**config.mk**
```make
export PLATFORM = sky130hd
export DESIGN_NAME = dmem_port_arbiter_flat
export DESIGN_NICKNAME = d
export VERILOG_FILES = /design/src/rtl/dmem_port_arbiter_if.sv /design/src/rtl/dmem_port_arbiter.sv /design/src/flat_wrapper.sv
export SDC_FILE = /design/constraint.sdc
export NUM_CORES = 1
export LEC_CHECK = 0
export ABC_AREA = 1
export CORE_ASPECT_RATIO = 0.7
export CORE_MARGIN = 2
export CORE_UTILIZATION = 28
export DETAILED_ROUTE_END_ITERATION = 16
export PLACE_DENSITY = 0.86
export SLEW_MARGIN = 20
export SYNTH_ARGS = -nofsm -noshare
export SYNTH_HDL_FRONTEND = slang
export SYNTH_SLANG_ARGS = --single-unit
```
**constraint.sdc**
```tcl
create_clock -name clk -period 3.9 [get_ports clk]
set_clock_uncertainty 0.15 [all_clocks]
set_input_delay 0.78 -clock clk [delete_from_list [all_inputs] [get_ports clk]]
set_output_delay 0.78 -clock clk [all_outputs]
set_load 0.03 [all_outputs]
```
**src/rtl/dmem_port_arbiter_if.sv**
```systemverilog
// Data-memory port bundle: CPU and DMA request sides plus the
// shared synchronous-read memory port.
interface dmem_port_arbiter_if #(
  parameter int ADDR_W = 14
);
  logic              cpu_req;
  logic [ADDR_W-1:0] cpu_addr;
  logic [3:0]        cpu_we;
  logic [31:0]       cpu_din;
  logic              cpu_stall;
  logic              cpu_rvalid;

  logic              dma_req;
  logic [ADDR_W-1:0] dma_addr;
  logic [3:0]        dma_we;
  logic [31:0]       dma_din;
  logic              dma_gnt;
  logic              dma_rvalid;

  logic              mem_en;
  logic [3:0]        mem_we;
  logic [ADDR_W-1:0] mem_addr;
  logic [31:0]       mem_din;
  logic [31:0]       mem_rdata;

  modport slave (
    input  cpu_req, cpu_addr, cpu_we, cpu_din,
    input  dma_req, dma_addr, dma_we, dma_din,
    input  mem_rdata,
    output cpu_stall, cpu_rvalid,
    output dma_gnt, dma_rvalid,
    output mem_en, mem_we, mem_addr, mem_din
  );

  modport master (
    output cpu_req, cpu_addr, cpu_we, cpu_din,
    output dma_req, dma_addr, dma_we, dma_din,
    output mem_rdata,
    input  cpu_stall, cpu_rvalid,
    input  dma_gnt, dma_rvalid,
    input  mem_en, mem_we, mem_addr, mem_din
  );
endinterface

```
**src/rtl/dmem_port_arbiter.sv**
```systemverilog
// CPU/DMA arbiter for the data-memory port: CPU priority with
// a starvation-forced DMA burst window and read-return routing.
module dmem_port_arbiter #(
  parameter int ADDR_W    = 14,
  parameter int MAX_WAIT  = 8,
  parameter int BURST_LEN = 4
) (
  input logic                clk,
  input logic                rst,
  dmem_port_arbiter_if.slave bus
);
  localparam int WW = $clog2(MAX_WAIT + 1);
  localparam int BW = $clog2(BURST_LEN + 1);
  localparam logic [WW-1:0] WAIT_MAX   = WW'(MAX_WAIT);
  localparam logic [BW-1:0] BURST_LAST = BW'(BURST_LEN - 1);

  typedef enum logic {
    CPU_PRI,
    DMA_BURST
  } state_t;

  state_t        state;
  logic [WW-1:0] wait_cnt;
  logic [BW-1:0] burst_cnt;
  logic          rd_cpu;
  logic          rd_dma;
  logic          cpu_grant;
  logic          dma_grant;
  logic          forced;

  // Reset gates every grant so nothing reaches memory that cycle
  always_comb begin
    forced    = 1'b0;
    cpu_grant = 1'b0;
    dma_grant = 1'b0;
    if (!rst) begin
      unique case (state)
        CPU_PRI: begin
          forced    = bus.dma_req && (wait_cnt == WAIT_MAX);
          dma_grant = bus.dma_req && (!bus.cpu_req || forced);
          cpu_grant = bus.cpu_req && !dma_grant;
        end
        DMA_BURST: begin
          dma_grant = bus.dma_req;
          cpu_grant = bus.cpu_req && !bus.dma_req;
        end
        default: ;
      endcase
    end
  end

  assign bus.cpu_stall  = bus.cpu_req && !cpu_grant && !rst;
  assign bus.dma_gnt    = dma_grant;
  assign bus.cpu_rvalid = rd_cpu && !rst;
  assign bus.dma_rvalid = rd_dma && !rst;

  always_comb begin
    bus.mem_en   = 1'b0;
    bus.mem_we   = '0;
    bus.mem_addr = '0;
    bus.mem_din  = '0;
    unique case (1'b1)
      cpu_grant: begin
        bus.mem_en   = 1'b1;
        bus.mem_we   = bus.cpu_we;
        bus.mem_addr = bus.cpu_addr;
        bus.mem_din  = bus.cpu_din;
      end
      dma_grant: begin
        bus.mem_en   = 1'b1;
        bus.mem_we   = bus.dma_we;
        bus.mem_addr = bus.dma_addr;
        bus.mem_din  = bus.dma_din;
      end
      default: ;
    endcase
  end

  always_ff @(posedge clk) begin
    if (rst) begin
      state     <= CPU_PRI;
      wait_cnt  <= '0;
      burst_cnt <= '0;
      rd_cpu    <= 1'b0;
      rd_dma    <= 1'b0;
    end else begin
      rd_cpu <= cpu_grant && (bus.cpu_we == 4'h0);
      rd_dma <= dma_grant && (bus.dma_we == 4'h0);

      if (dma_grant)
        wait_cnt <= '0;
      else if (bus.dma_req && (wait_cnt != WAIT_MAX))
        wait_cnt <= wait_cnt + WW'(1);

      // burst_cnt counts grants already issued in the window
      unique case (state)
        CPU_PRI: begin
          if (forced && (BURST_LEN > 1)) begin
            state     <= DMA_BURST;
            burst_cnt <= BW'(1);
          end
        end
        DMA_BURST: begin
          if (!bus.dma_req || (burst_cnt == BURST_LAST)) begin
            state     <= CPU_PRI;
            burst_cnt <= '0;
          end else begin
            burst_cnt <= burst_cnt + BW'(1);
          end
        end
        default: begin
          state     <= CPU_PRI;
          burst_cnt <= '0;
        end
      endcase
    end
  end
endmodule

```
**src/flat_wrapper.sv**
```systemverilog
// flat-port wrapper written by rule: the top's interface ports become plain ports
module dmem_port_arbiter_flat 
#(
  parameter int ADDR_W    = 14,
  parameter int MAX_WAIT  = 8,
  parameter int BURST_LEN = 4
)
  (clk, rst, bus_cpu_req, bus_cpu_addr, bus_cpu_we, bus_cpu_din, bus_dma_req, bus_dma_addr, bus_dma_we, bus_dma_din, bus_mem_rdata, bus_cpu_stall, bus_cpu_rvalid, bus_dma_gnt, bus_dma_rvalid, bus_mem_en, bus_mem_we, bus_mem_addr, bus_mem_din);
  dmem_port_arbiter_if #(.ADDR_W(ADDR_W)) bus_i ();
  input logic clk;
  input logic rst;
  input wire logic [$bits(bus_i.cpu_req)-1:0] bus_cpu_req;
  input wire logic [$bits(bus_i.cpu_addr)-1:0] bus_cpu_addr;
  input wire logic [$bits(bus_i.cpu_we)-1:0] bus_cpu_we;
  input wire logic [$bits(bus_i.cpu_din)-1:0] bus_cpu_din;
  input wire logic [$bits(bus_i.dma_req)-1:0] bus_dma_req;
  input wire logic [$bits(bus_i.dma_addr)-1:0] bus_dma_addr;
  input wire logic [$bits(bus_i.dma_we)-1:0] bus_dma_we;
  input wire logic [$bits(bus_i.dma_din)-1:0] bus_dma_din;
  input wire logic [$bits(bus_i.mem_rdata)-1:0] bus_mem_rdata;
  output wire logic [$bits(bus_i.cpu_stall)-1:0] bus_cpu_stall;
  output wire logic [$bits(bus_i.cpu_rvalid)-1:0] bus_cpu_rvalid;
  output wire logic [$bits(bus_i.dma_gnt)-1:0] bus_dma_gnt;
  output wire logic [$bits(bus_i.dma_rvalid)-1:0] bus_dma_rvalid;
  output wire logic [$bits(bus_i.mem_en)-1:0] bus_mem_en;
  output wire logic [$bits(bus_i.mem_we)-1:0] bus_mem_we;
  output wire logic [$bits(bus_i.mem_addr)-1:0] bus_mem_addr;
  output wire logic [$bits(bus_i.mem_din)-1:0] bus_mem_din;
  assign bus_i.cpu_req = bus_cpu_req;
  assign bus_i.cpu_addr = bus_cpu_addr;
  assign bus_i.cpu_we = bus_cpu_we;
  assign bus_i.cpu_din = bus_cpu_din;
  assign bus_i.dma_req = bus_dma_req;
  assign bus_i.dma_addr = bus_dma_addr;
  assign bus_i.dma_we = bus_dma_we;
  assign bus_i.dma_din = bus_dma_din;
  assign bus_i.mem_rdata = bus_mem_rdata;
  assign bus_cpu_stall = bus_i.cpu_stall;
  assign bus_cpu_rvalid = bus_i.cpu_rvalid;
  assign bus_dma_gnt = bus_i.dma_gnt;
  assign bus_dma_rvalid = bus_i.dma_rvalid;
  assign bus_mem_en = bus_i.mem_en;
  assign bus_mem_we = bus_i.mem_we;
  assign bus_mem_addr = bus_i.mem_addr;
  assign bus_mem_din = bus_i.mem_din;
  dmem_port_arbiter #(.ADDR_W(ADDR_W), .MAX_WAIT(MAX_WAIT), .BURST_LEN(BURST_LEN)) u_core (.clk(clk), .rst(rst), .bus(bus_i));
endmodule
```
[After elaboration in Yosys (flattened, before gate mapping)]
Index checks and enable logic that the tools add are counted.
Storage, ports and cells
  logic and storage cells: 50
  input port bits: 136
  output and inout port bits: 55
  bits in registers: 10
Operators by class
  multiplexer cells: 16
  bitwise operators: 1
  equal/unequal tests: 4
  add/subtract/negate cells: 2
  reduce and logical (&&, ||, !) cells: 22
Operator list (count)
  32-bit one-hot mux with 2 select lines: 1
  14-bit one-hot mux with 2 select lines: 1
  1-bit logical AND: 11
  4-bit logical NOT: 2
  4-bit one-hot mux with 2 select lines: 1
  1-bit two-way mux: 7
  3-bit two-way mux: 2
  1-bit one-hot mux with 2 select lines: 3
  3-bit one-hot mux with 2 select lines: 1
  1-bit logical NOT: 5
  4-bit by 1-bit adder with 4-bit output, second input constant: 1
  4-bit == test, second input constant: 1
  4-bit inequality test, second input constant: 1
  2-bit OR reduction: 2
  3-bit by 1-bit adder with 3-bit output, second input constant: 1
  3-bit by 2-bit == test with 1-bit output, second input constant: 1
  1-bit logical OR: 2
  2-bit by 1-bit inequality test with 1-bit output, second input constant: 1
  1-bit NOT: 1

[Longest topological paths before layout]
Gate-level depths: netlist (run 1).
  depth in word-level cells: 11
  mapped depth: 8
  depth with buffers taken out: 8

[Worst setup path before layout (run 1)]
Ideal clock, no wire load.
  path type: in2out
  start: in bus_dma_req
  end: out bus_mem_din[24]
  slack: 1060 ps
  stages on the path: 4
  data arrival time: 1910 ps
  data required time: 2970 ps
  buffers on the path: 1
  cells stage by stage: buf_6 nand2_2 nand4_4 o21ai_0
On the way
  cells in the longest elaborated chain, start to end: 8
RTL lines
  from (decl): line flat_wrapper.sv:16  | input wire logic [$bits(bus_i.dma_req)-1:0] bus_dma_req;
  1-bit logical AND: line dmem_port_arbiter.sv:39  | forced = bus.dma_req && (wait_cnt == WAIT_MAX);
  1-bit logical OR: line dmem_port_arbiter.sv:40  | dma_grant = bus.dma_req && (!bus.cpu_req || forced);
  1-bit logical AND: line dmem_port_arbiter.sv:40
  1-bit logical NOT: line dmem_port_arbiter.sv:41  | cpu_grant = bus.cpu_req && !dma_grant;
  1-bit logical AND: line dmem_port_arbiter.sv:41
  1-bit one-hot mux with 2 select lines: line dmem_port_arbiter.sv:37  | unique case (state)
  1-bit two-way mux: line dmem_port_arbiter.sv:36  | if (!rst) begin
  32-bit one-hot mux with 2 select lines (*): line dmem_port_arbiter.sv:62  | unique case (1'b1)
  to (decl): line flat_wrapper.sv:28  | output wire logic [$bits(bus_i.mem_din)-1:0] bus_mem_din;
Mark *: on every way between the ends. The rest lies on a longest branch, timed or not.

[Final worst setup path (run 1)]
  start: in bus_dma_req
  end: out bus_mem_din[17]
Same word-level chain as after synthesis.

==> results.toml, run 1 <==
[status]
outcome = "finished clean"

[cts]
root_buffer = "clkbuf_8"
clock_sinks = 10
clk_path_buf_depth = 2
cts_setup_buffers = 0
h-tree-depth = 1
cts_inserted_buffers = 3
clk_latency_ns = 0.24
ctsHoldBuffers = 0
cts_tree = "done"
cts.clk_slew.worst_paths_ns = 0.05
post_cts_resized = 0

[setup_path]
cp_cell_sequence = "clkdlybuf4s50_1, nand4_4, nand2_4, buf_4, nand3_1, o21ai_2, buf_4"
arrival_ns = 2.37
slowest_stage = "clkdlybuf4s50_1"
slowest_delay_ns = 0.59
cp_max_fo = 17
crit_top_cell = "buf_4"
r2r_slack_ns = 2.33
endpoint_kind = "primary output"
path_class = "in -> out"
startpoint_type = "input port"
required_ns = 2.97

[placed_design]
place.gp.congestion = 0.7528
port_buffers = 158
dp_hpwl_um = 4691
preCtsSetupSlack_ns = 0.5943

[global_route]
grt_util_met1_pct = 18.16
antenna_found_initial = 0
grt_max_degree = 37
grtUsageMet3_pct = 4.333
grt-busiest-layer = "met2"
grt_pass1_wl_um = 8700
grt-ovfl-total = 0
grtUsageMet2_pct = 35.20
grt_usage_pct = 17.57
grt_pass1_vias = 2052

[layout]
finalNetCount = 532
drive_gt1_share_pct = 30.18
antenna_cells = 0
fillers = 508
area_growth_pct = 102.0

[synthesis]
syn_avg_cell_area_um2 = 6.419
synth_area_leaders = "o21ai_2 (28%), nand3_1 (19%), inv_1 (15%)"
synthArstFlopShare_pct = 0
synth_largest_area_cell = "o21ai_2"
synthesis.nets = 378
yosysWarnings = 0
yosysSeqAreaShare_pct = 13.10
yosys-top-cells-count = "inv_1 (62), nand3_1 (57), o21ai_2 (48)"
postSynthCellCount = 238
synth_top_area_share_pct = 27.52
syn-cell-area_um2 = 1528
synth-edff-count = 0
synthFlopType = "dfxtp_1"
ys_ff_latch = 10
post-synth-top-count-cell = "inv_1"
synth_cell_type_count = 22

[routing]
vias = 2120
postRouteAntennaNets = 0
routed_wl_um = 5553
firstDrtPassIters = 4
drt_iter0_markers = 23
viasPerCell = 4.579
routedWlPerCell_um = 11.99
drc = 0

[flow_run]
maxCapViolCount = 0

[floorplan]
coreArea_um2 = 5258
initial_core_util_pct = 29.06
io-pin-count = 191
die_x_um = 92.29
die_area_um2 = 6072
fp.dieH_um = 65.80
rows = 22

[power_and_ir_drop]
cellPowerDensity_nw_per_um2 = 179.8
ir_drop_v = 0.0001104
p_leak_nw = 1.461

[timing]
period_minus_slack_ns = 3.301
fmax_mhz = 302.9
grt_setup_unrepaired = "no"
worst_slew_pin_slew_ns = 0.3190
hold_viol = 0
holdWs_ns = 0.3422
fin_ws_ns = 0.5987
fin_crit_sh_pct = 84.65
setup_tns_ns = 0
drv_slew = 0
relSlewSlack_pct = 78.67
setup_viol_count_final = 0

[min_path]
worstHoldPathType = "reg -> reg"
[stage by stage]
stage,cells,power [mW],instance area (µm²),utilization [%]
after floorplan,238,0.2612,1528,-
after global placement,459,0.4225,3030,57.64
after detailed placement,459,0.4278,3030,57.64
after CTS,463,0.5621,3085,58.69
after global routing,463,0.5839,3085,58.69
final,463,0.5547,3085,58.69
[logic make-up after synthesis]
logic type | count (synthesis) | share of synthesized area [%]
AND/OR/NAND/NOR | 87 | 29.89
adder cells (fa/ha/maj) | 4 | 3.276
AO/OA/AOI/OAI | 58 | 30.79
buffers and inverters | 79 | 22.93
flip-flops | 10 | 13.10
[area by class of cell]
type	count	area (µm²)	area share, %
clock buffers	4	55.05	1.784
inverters	63	236.5	7.664
multi-input cells	149	977.2	31.67
flip-flops and latches	10	200.2	6.488
well taps	72	90.09	2.920
repair buffers	165	1526	49.47
[critical path, delay by kind of cell]
kind | cells | cell delay (ns)
compound gates | 1 | 0.08
simple gates | 3 | 0.50
buf+inv | 3 | 1.00
[cell usage in the layout, fill, tap and decap left out]
master           instances
clkdlybuf4s50_1        105
inv_1                   62
buf_4                   58
nand3_1                 57
o21ai_2                 48
nand2_1                 12
dfxtp_1                 10
nor2_1                   8
a21oi_1                  5
o21ai_0                  4
ha_1                     4
clkbuf_8                 4
nand4_1                  3
nand4_4                  2
buf_12                   2
nand2_2                  1
nand2_4                  1
inv_2                    1
o21ai_1                  1
or3_1                    1
nor3_1                   1
or2_2                    1
[layer usage]
| layer | vias to the layer above | wire length (µm) |
|---|---|---|
| li1 | 1076 | - |
| met1 | 966 | 2072 |
| met2 | 72 | 3022 |
| met3 | 6 | 389 |
| met4 | 0 | 68 |
| met5 | - | 0 |
[worst paths after layout]
| path | cells after the start | startpoint | end |
|---|---|---|---|
| min reg2reg | 2 | u_core.wait_cnt[2]$_SDFFE_PP0P_ | u_core.wait_cnt[2]$_SDFFE_PP0P_ |
| min | 2 | u_core.wait_cnt[2]$_SDFFE_PP0P_ | u_core.wait_cnt[2]$_SDFFE_PP0P_ |
| max | 7 | bus_dma_req | bus_mem_din[17] |
| max reg2reg | 6 | u_core.wait_cnt[0]$_SDFFE_PP0P_ | u_core.rd_cpu$_SDFF_PP0_ |
[registers in the layout, summed over array words and instances, names as in the netlist]
register          count
u_core.rd_cpu         1
u_core.rd_dma         1
u_core.state          1
u_core.wait_cnt       4
u_core.burst_cnt      3
[report_power, final]
group / switching, mW / total (mW) / internal [mW]
logic: 0.156 / 0.318 / 0.162
clock network: 0.0427 / 0.132 / 0.0889
registers: 0.00116 / 0.105 / 0.104
total: 0.200 / 0.555 / 0.354
Note: power is estimated with default switching activity, not from simulation.
==> inputs of run 2 (changes only) <==
--- a/config.mk
+++ b/config.mk
@@ -8,9 +8,9 @@
 export ABC_AREA = 1
 export CORE_ASPECT_RATIO = 0.7
 export CORE_MARGIN = 2
-export CORE_UTILIZATION = 28
+export CORE_UTILIZATION = 26
 export DETAILED_ROUTE_END_ITERATION = 16
-export PLACE_DENSITY = 0.86
+export PLACE_DENSITY = 0.81
 export SLEW_MARGIN = 20
 export SYNTH_ARGS = -nofsm -noshare
 export SYNTH_HDL_FRONTEND = slang
==> constraint.sdc (replaced) <==
create_clock -name clk -period 3.4 [get_ports clk]
set_clock_uncertainty 0.15 [all_clocks]
set_input_delay 0.68 -clock clk [delete_from_list [all_inputs] [get_ports clk]]
set_output_delay 0.68 -clock clk [all_outputs]
set_load 0.03 [all_outputs]
==> run 2 against run 1 <==
Worst setup slack worse by 0.35 ns; power is 12% higher; global-route usage is 1.1 points lower; die area is 7.3% higher; register-to-register slack worse by 0.65 ns; non-clock buffer count is 2 higher; core utilization is 3.4 points lower; sequential cell count stayed put; critical path type unchanged; largest cell class unchanged; largest power group unchanged; highest routed layer unchanged.
==> results.toml, run 2 (same netlist as run 1, synthesis figures left out) <==
[status]
outcome = "finished clean"

[global_route]
grt_pass1_wl_um = 8625
grt_max_degree = 54
antenna_found_initial = 0
grt_usage_pct = 16.48
grt_pass1_vias = 1999
grt-ovfl-total = 0

[cts]
clk_latency_ns = 0.24
clock_sinks = 10
cts_setup_buffers = 0
root_buffer = "clkbuf_8"
cts_tree = "done"
cts.clk_slew.worst_paths_ns = 0.04
cts_inserted_buffers = 3
h-tree-depth = 1
post_cts_resized = 0
clk_path_buf_depth = 2
ctsHoldBuffers = 0

[power_and_ir_drop]
cellPowerDensity_nw_per_um2 = 197.6
ir_drop_v = 0.0001257
totalPowerFinal_mw = 0.6230
p_leak_nw = 1.484

[floorplan]
initial_core_util_pct = 26.81
die_x_um = 95.62
coreArea_um2 = 5698
die_area_um2 = 6515
io-pin-count = 191
rows = 23
fp.dieH_um = 68.14

[timing]
setup_tns_ns = 0
worst_slew_pin_slew_ns = 0.3156
setup_viol_count_final = 0
fmax_mhz = 317.0
grt_setup_unrepaired = "no"
period_minus_slack_ns = 3.154
fin_crit_sh_pct = 92.77
fin_ws_ns = 0.2458
hold_viol = 0
drv_slew = 0
holdWs_ns = 0.3342
relSlewSlack_pct = 78.90

[layout]
final_cell_mix = "clkdlybuf4s50_1 (105), inv_1 (62), nand3_1 (57)"
finalNetCount = 534
largest_register = "u_core.wait_cnt"
drive_gt1_share_pct = 30.36
largest_reg_flops = 4
fin_util_pct = 55.34
area_growth_pct = 106.4
antenna_cells = 0
reg_top3 = "u_core.wait_cnt x4, u_core.burst_cnt x3"
mostFrequentLayoutCell = "clkdlybuf4s50_1"

[routing]
routedWlPerCell_um = 12.09
viasPerCell = 4.482
drc = 0
drt_iter0_markers = 39
vias = 2093
routed_wl_um = 5645
firstDrtPassIters = 4
postRouteAntennaNets = 0

[placed_design]
port_buffers = 158
place.gp.congestion = 0.8305
dp_hpwl_um = 4742
preCtsSetupSlack_ns = 0.2246

[setup_path]
reg2reg_to = "u_core.rd_cpu$_SDFF_PP0_"
endpoint_kind = "primary output"
required_ns = 2.57
path_class = "in -> out"
arrival_ns = 2.32
slowest_delay_ns = 0.55
cp_cell_sequence = "clkdlybuf4s50_1, nand2_1, nand2_2, nand4_4, buf_12, o21ai_0, buf_4"
slowest_stage = "clkdlybuf4s50_1"
r2r_start = "u_core.wait_cnt[0]$_SDFFE_PP0P_"
worst-path-stages = 7
startpoint_type = "input port"
r2r_slack_ns = 1.68
crit_family = "buffers and inverters"
worst-path-buf-inv = 3
r2r.worst_path.cells = 6
cp_max_fo = 16
critPathLaunch = "bus_cpu_req"
crit_end = "bus_mem_din[24]"

[flow_run]
maxCapViolCount = 0

[min_path]
worstHoldPathType = "reg -> reg"
hold_start = "u_core.burst_cnt[2]$_SDFFE_PP0P_"
[run 2: changes by cell type in the layout (fill, tap and decap cells not counted)]
cell	before	now
buf_12	2	7
buf_4	58	55
clkbuf_8	4	3
[run 2: worst min path at each step]
stage / slack [ns] / to / cells past startpoint
after floorplan: 0.30 / u_core.burst_cnt[2]$_SDFFE_PP0P_ / 2
after global placement: 0.32 / u_core.wait_cnt[2]$_SDFFE_PP0P_ / 2
after detailed placement: 0.33 / u_core.burst_cnt[2]$_SDFFE_PP0P_ / 2
after CTS: 0.34 / u_core.burst_cnt[2]$_SDFFE_PP0P_ / 2
after global routing: 0.37 / u_core.wait_cnt[2]$_SDFFE_PP0P_ / 2
final: 0.33 / u_core.burst_cnt[2]$_SDFFE_PP0P_ / 2
[run 2: metal layers]
metal  global-route usage, %  routed length, µm  up-vias
met5                       0                  0        -
met4                   5.179                 79        0
met3                   3.634                417        6
met2                   31.12               2955       78
met1                   18.57               2193      931
li1                        -                  -     1078
[run 2: report_power, final]
part	switching [mW]	internal, mW
Combinational	0.183	0.195
Clock	0.0474	0.0776
Sequential	0.00148	0.119
Total	0.232	0.392
[run 2: worst reg2reg max path, cell delays in order, from the launching register on]
cell and delay (ns):
dfxtp_1 0.38, inv_1 0.08, ha_1 0.24, nand4_4 0.16, nand4_4 0.27, buf_4 0.28
nor2_1 0.08
[run 2: metrics by stage]
step                      std cells  area (µm²)
after floorplan                 238        1528
after global placement          464        3112
after detailed placement        464        3112
after CTS                       467        3153
after global routing            467        3153
final                           467        3153
[run 2: final cells by class]
| cell class | count | area [µm²] |
|---|---|---|
| multi-input cells | 149 | 977.2 |
| inverters | 63 | 236.5 |
| fillers | 532 | 2545 |
| flip-flops and latches | 10 | 200.2 |
| well taps | 75 | 93.84 |
| repair buffers | 167 | 1604 |
| clock buffers | 3 | 41.29 |
==> inputs of run 3 (changes only) <==
--- a/config.mk
+++ b/config.mk
@@ -11,6 +11,7 @@
 export CORE_UTILIZATION = 26
 export DETAILED_ROUTE_END_ITERATION = 16
 export PLACE_DENSITY = 0.81
+export RECOVER_POWER = 25
 export SLEW_MARGIN = 20
 export SYNTH_ARGS = -nofsm -noshare
 export SYNTH_HDL_FRONTEND = slang
==> run 3 against run 2 <==
Sequential power barely moved; global-route usage is the same; power down 0.37%; non-clock buffer count is the same; register-to-register slack about the same; sequential cell count stayed put; combinational power about the same; final area fell by 0.48%; maximum frequency decreased by 0.19%; critical path depth down 1; clock power about the same; critical endpoint unchanged; largest power group unchanged; highest routed layer unchanged.
==> results.toml, run 3 (same netlist as run 1, synthesis figures left out) <==
[status]
outcome = "finished clean"

[routing]
drt_iter0_markers = 37
vias = 2095
routed_wl_um = 5653
viasPerCell = 4.486
firstDrtPassIters = 4
routedWlPerCell_um = 12.10
postRouteAntennaNets = 0
drc = 0

[layout]
finalNetCount = 534
fillers = 536
final_cell_mix = "clkdlybuf4s50_1 (102), inv_1 (62), nand3_1 (57)"
fin_area_um2 = 3138
reg_top3 = "u_core.wait_cnt x4, u_core.burst_cnt x3"
largest_reg_flops = 4
finalNonFillerCells = 467
drive_gt1_share_pct = 29.34
mostFrequentLayoutCell = "clkdlybuf4s50_1"
largest_register = "u_core.wait_cnt"
area_growth_pct = 105.4
antenna_cells = 0

[global_route]
grt_pass1_wl_um = 8625
grt_pass1_vias = 1999
grt-ovfl-total = 0
grt_max_degree = 54
grt_usage_pct = 16.48
antenna_found_initial = 0

[cts]
clk_path_buf_depth = 2
clk_latency_ns = 0.24
root_buffer = "clkbuf_8"
cts_setup_buffers = 0
clock_sinks = 10
cts_inserted_buffers = 3
ctsHoldBuffers = 0
h-tree-depth = 1
cts.clk_slew.worst_paths_ns = 0.04
post_cts_resized = 0
cts_tree = "done"

[floorplan]
io-pin-count = 191
die_area_um2 = 6515
initial_core_util_pct = 26.81
die_x_um = 95.62
rows = 23
coreArea_um2 = 5698
fp.dieH_um = 68.14

[flow_run]
maxCapViolCount = 0

[timing]
setup_tns_ns = 0
hold_viol = 0
setup_viol_count_final = 0
relSlewSlack_pct = 73.63
fmax_mhz = 316.4
period_minus_slack_ns = 3.160
holdWs_ns = 0.3342
drv_slew = 0
grt_setup_unrepaired = "no"
fin_crit_sh_pct = 92.95
worst_slew_pin_slew_ns = 0.3973

[min_path]
worstHoldPathType = "reg -> reg"

[setup_path]
crit_family = "buffers and inverters"
arrival_ns = 2.33
required_ns = 2.57
slowest_delay_ns = 0.62
worst-path-buf-inv = 4
path_class = "in -> out"
cp_max_fo = 16
slowest_stage = "dlygate4sd3_1"
cp_cell_sequence = "dlygate4sd3_1, inv_2, nand4_4, buf_12, o21ai_0, buf_4"
startpoint_type = "input port"
endpoint_kind = "primary output"

[placed_design]
place_inst = 464
dp_hpwl_um = 4742
placed_area_um2 = 3112
place.gp.congestion = 0.8305
port_buffers = 158

[power_and_ir_drop]
cellPowerDensity_nw_per_um2 = 197.8
p_leak_nw = 1.475
ir_drop_v = 0.0001256
## run 3: power by group
group | switching, mW | total (mW) | internal [mW] | leakage [nW]
registers | 0.00147 | 0.121 | 0.119 | 0.0808
clock network | 0.0472 | 0.125 | 0.0776 | 0.0216
logic | 0.183 | 0.375 | 0.193 | 1.37
total | 0.231 | 0.621 | 0.389 | 1.48
## run 3: per-stage QoR
stage	setup WS [ns]	util, %	total power, mW
2_1_floorplan	0.7600	-	0.2996
3_3_place_gp	0.2445	54.61	0.4980
3_5_place_dp	0.2246	54.61	0.5031
4_1_cts	0.2283	55.34	0.6316
5_1_grt	0.1007	55.07	0.6562
6_report	0.2398	55.07	0.6207
## run 3: metal layers
layer | vias to the layer above | track usage, % | share of wire, %
li1 | 1078 | - | -
met1 | 933 | 18.57 | 39
met2 | 78 | 31.12 | 52
met3 | 6 | 3.634 | 7.4
met4 | 0 | 5.179 | 1.4
met5 | - | 0 | 0
## run 3: final cells by class
| class | count | area, µm² | share of cell area [%] |
|---|---|---|---|
| sequential | 10 | 200.2 | 6.380 |
| clock buffer | 3 | 41.29 | 1.316 |
| multi-input combinational | 149 | 977.2 | 31.14 |
| inverter | 63 | 236.5 | 7.536 |
| timing repair buffer | 167 | 1589 | 50.64 |
| tap | 75 | 93.84 | 2.990 |
## run 3: worst register-to-register path, delay by kind of cell, from the launching register on
kind                       cells  cell delay [ns]
DFF                            1             0.38
and+or+nand+nor                3             0.51
adders and majority gates      1             0.24
buffers and inverters          2             0.36
## run 3: final timing paths
kind                                         start                          endpoint  slack, ns  cells past startpoint
hold reg to reg   u_core.burst_cnt[2]$_SDFFE_PP0P_  u_core.burst_cnt[2]$_SDFFE_PP0P_       0.33                      2
hold / removal    u_core.burst_cnt[2]$_SDFFE_PP0P_  u_core.burst_cnt[2]$_SDFFE_PP0P_       0.33                      2
setup reg to reg   u_core.wait_cnt[0]$_SDFFE_PP0P_          u_core.rd_cpu$_SDFF_PP0_       1.69                      6
setup / recovery                               rst                   bus_mem_din[24]       0.24                      6
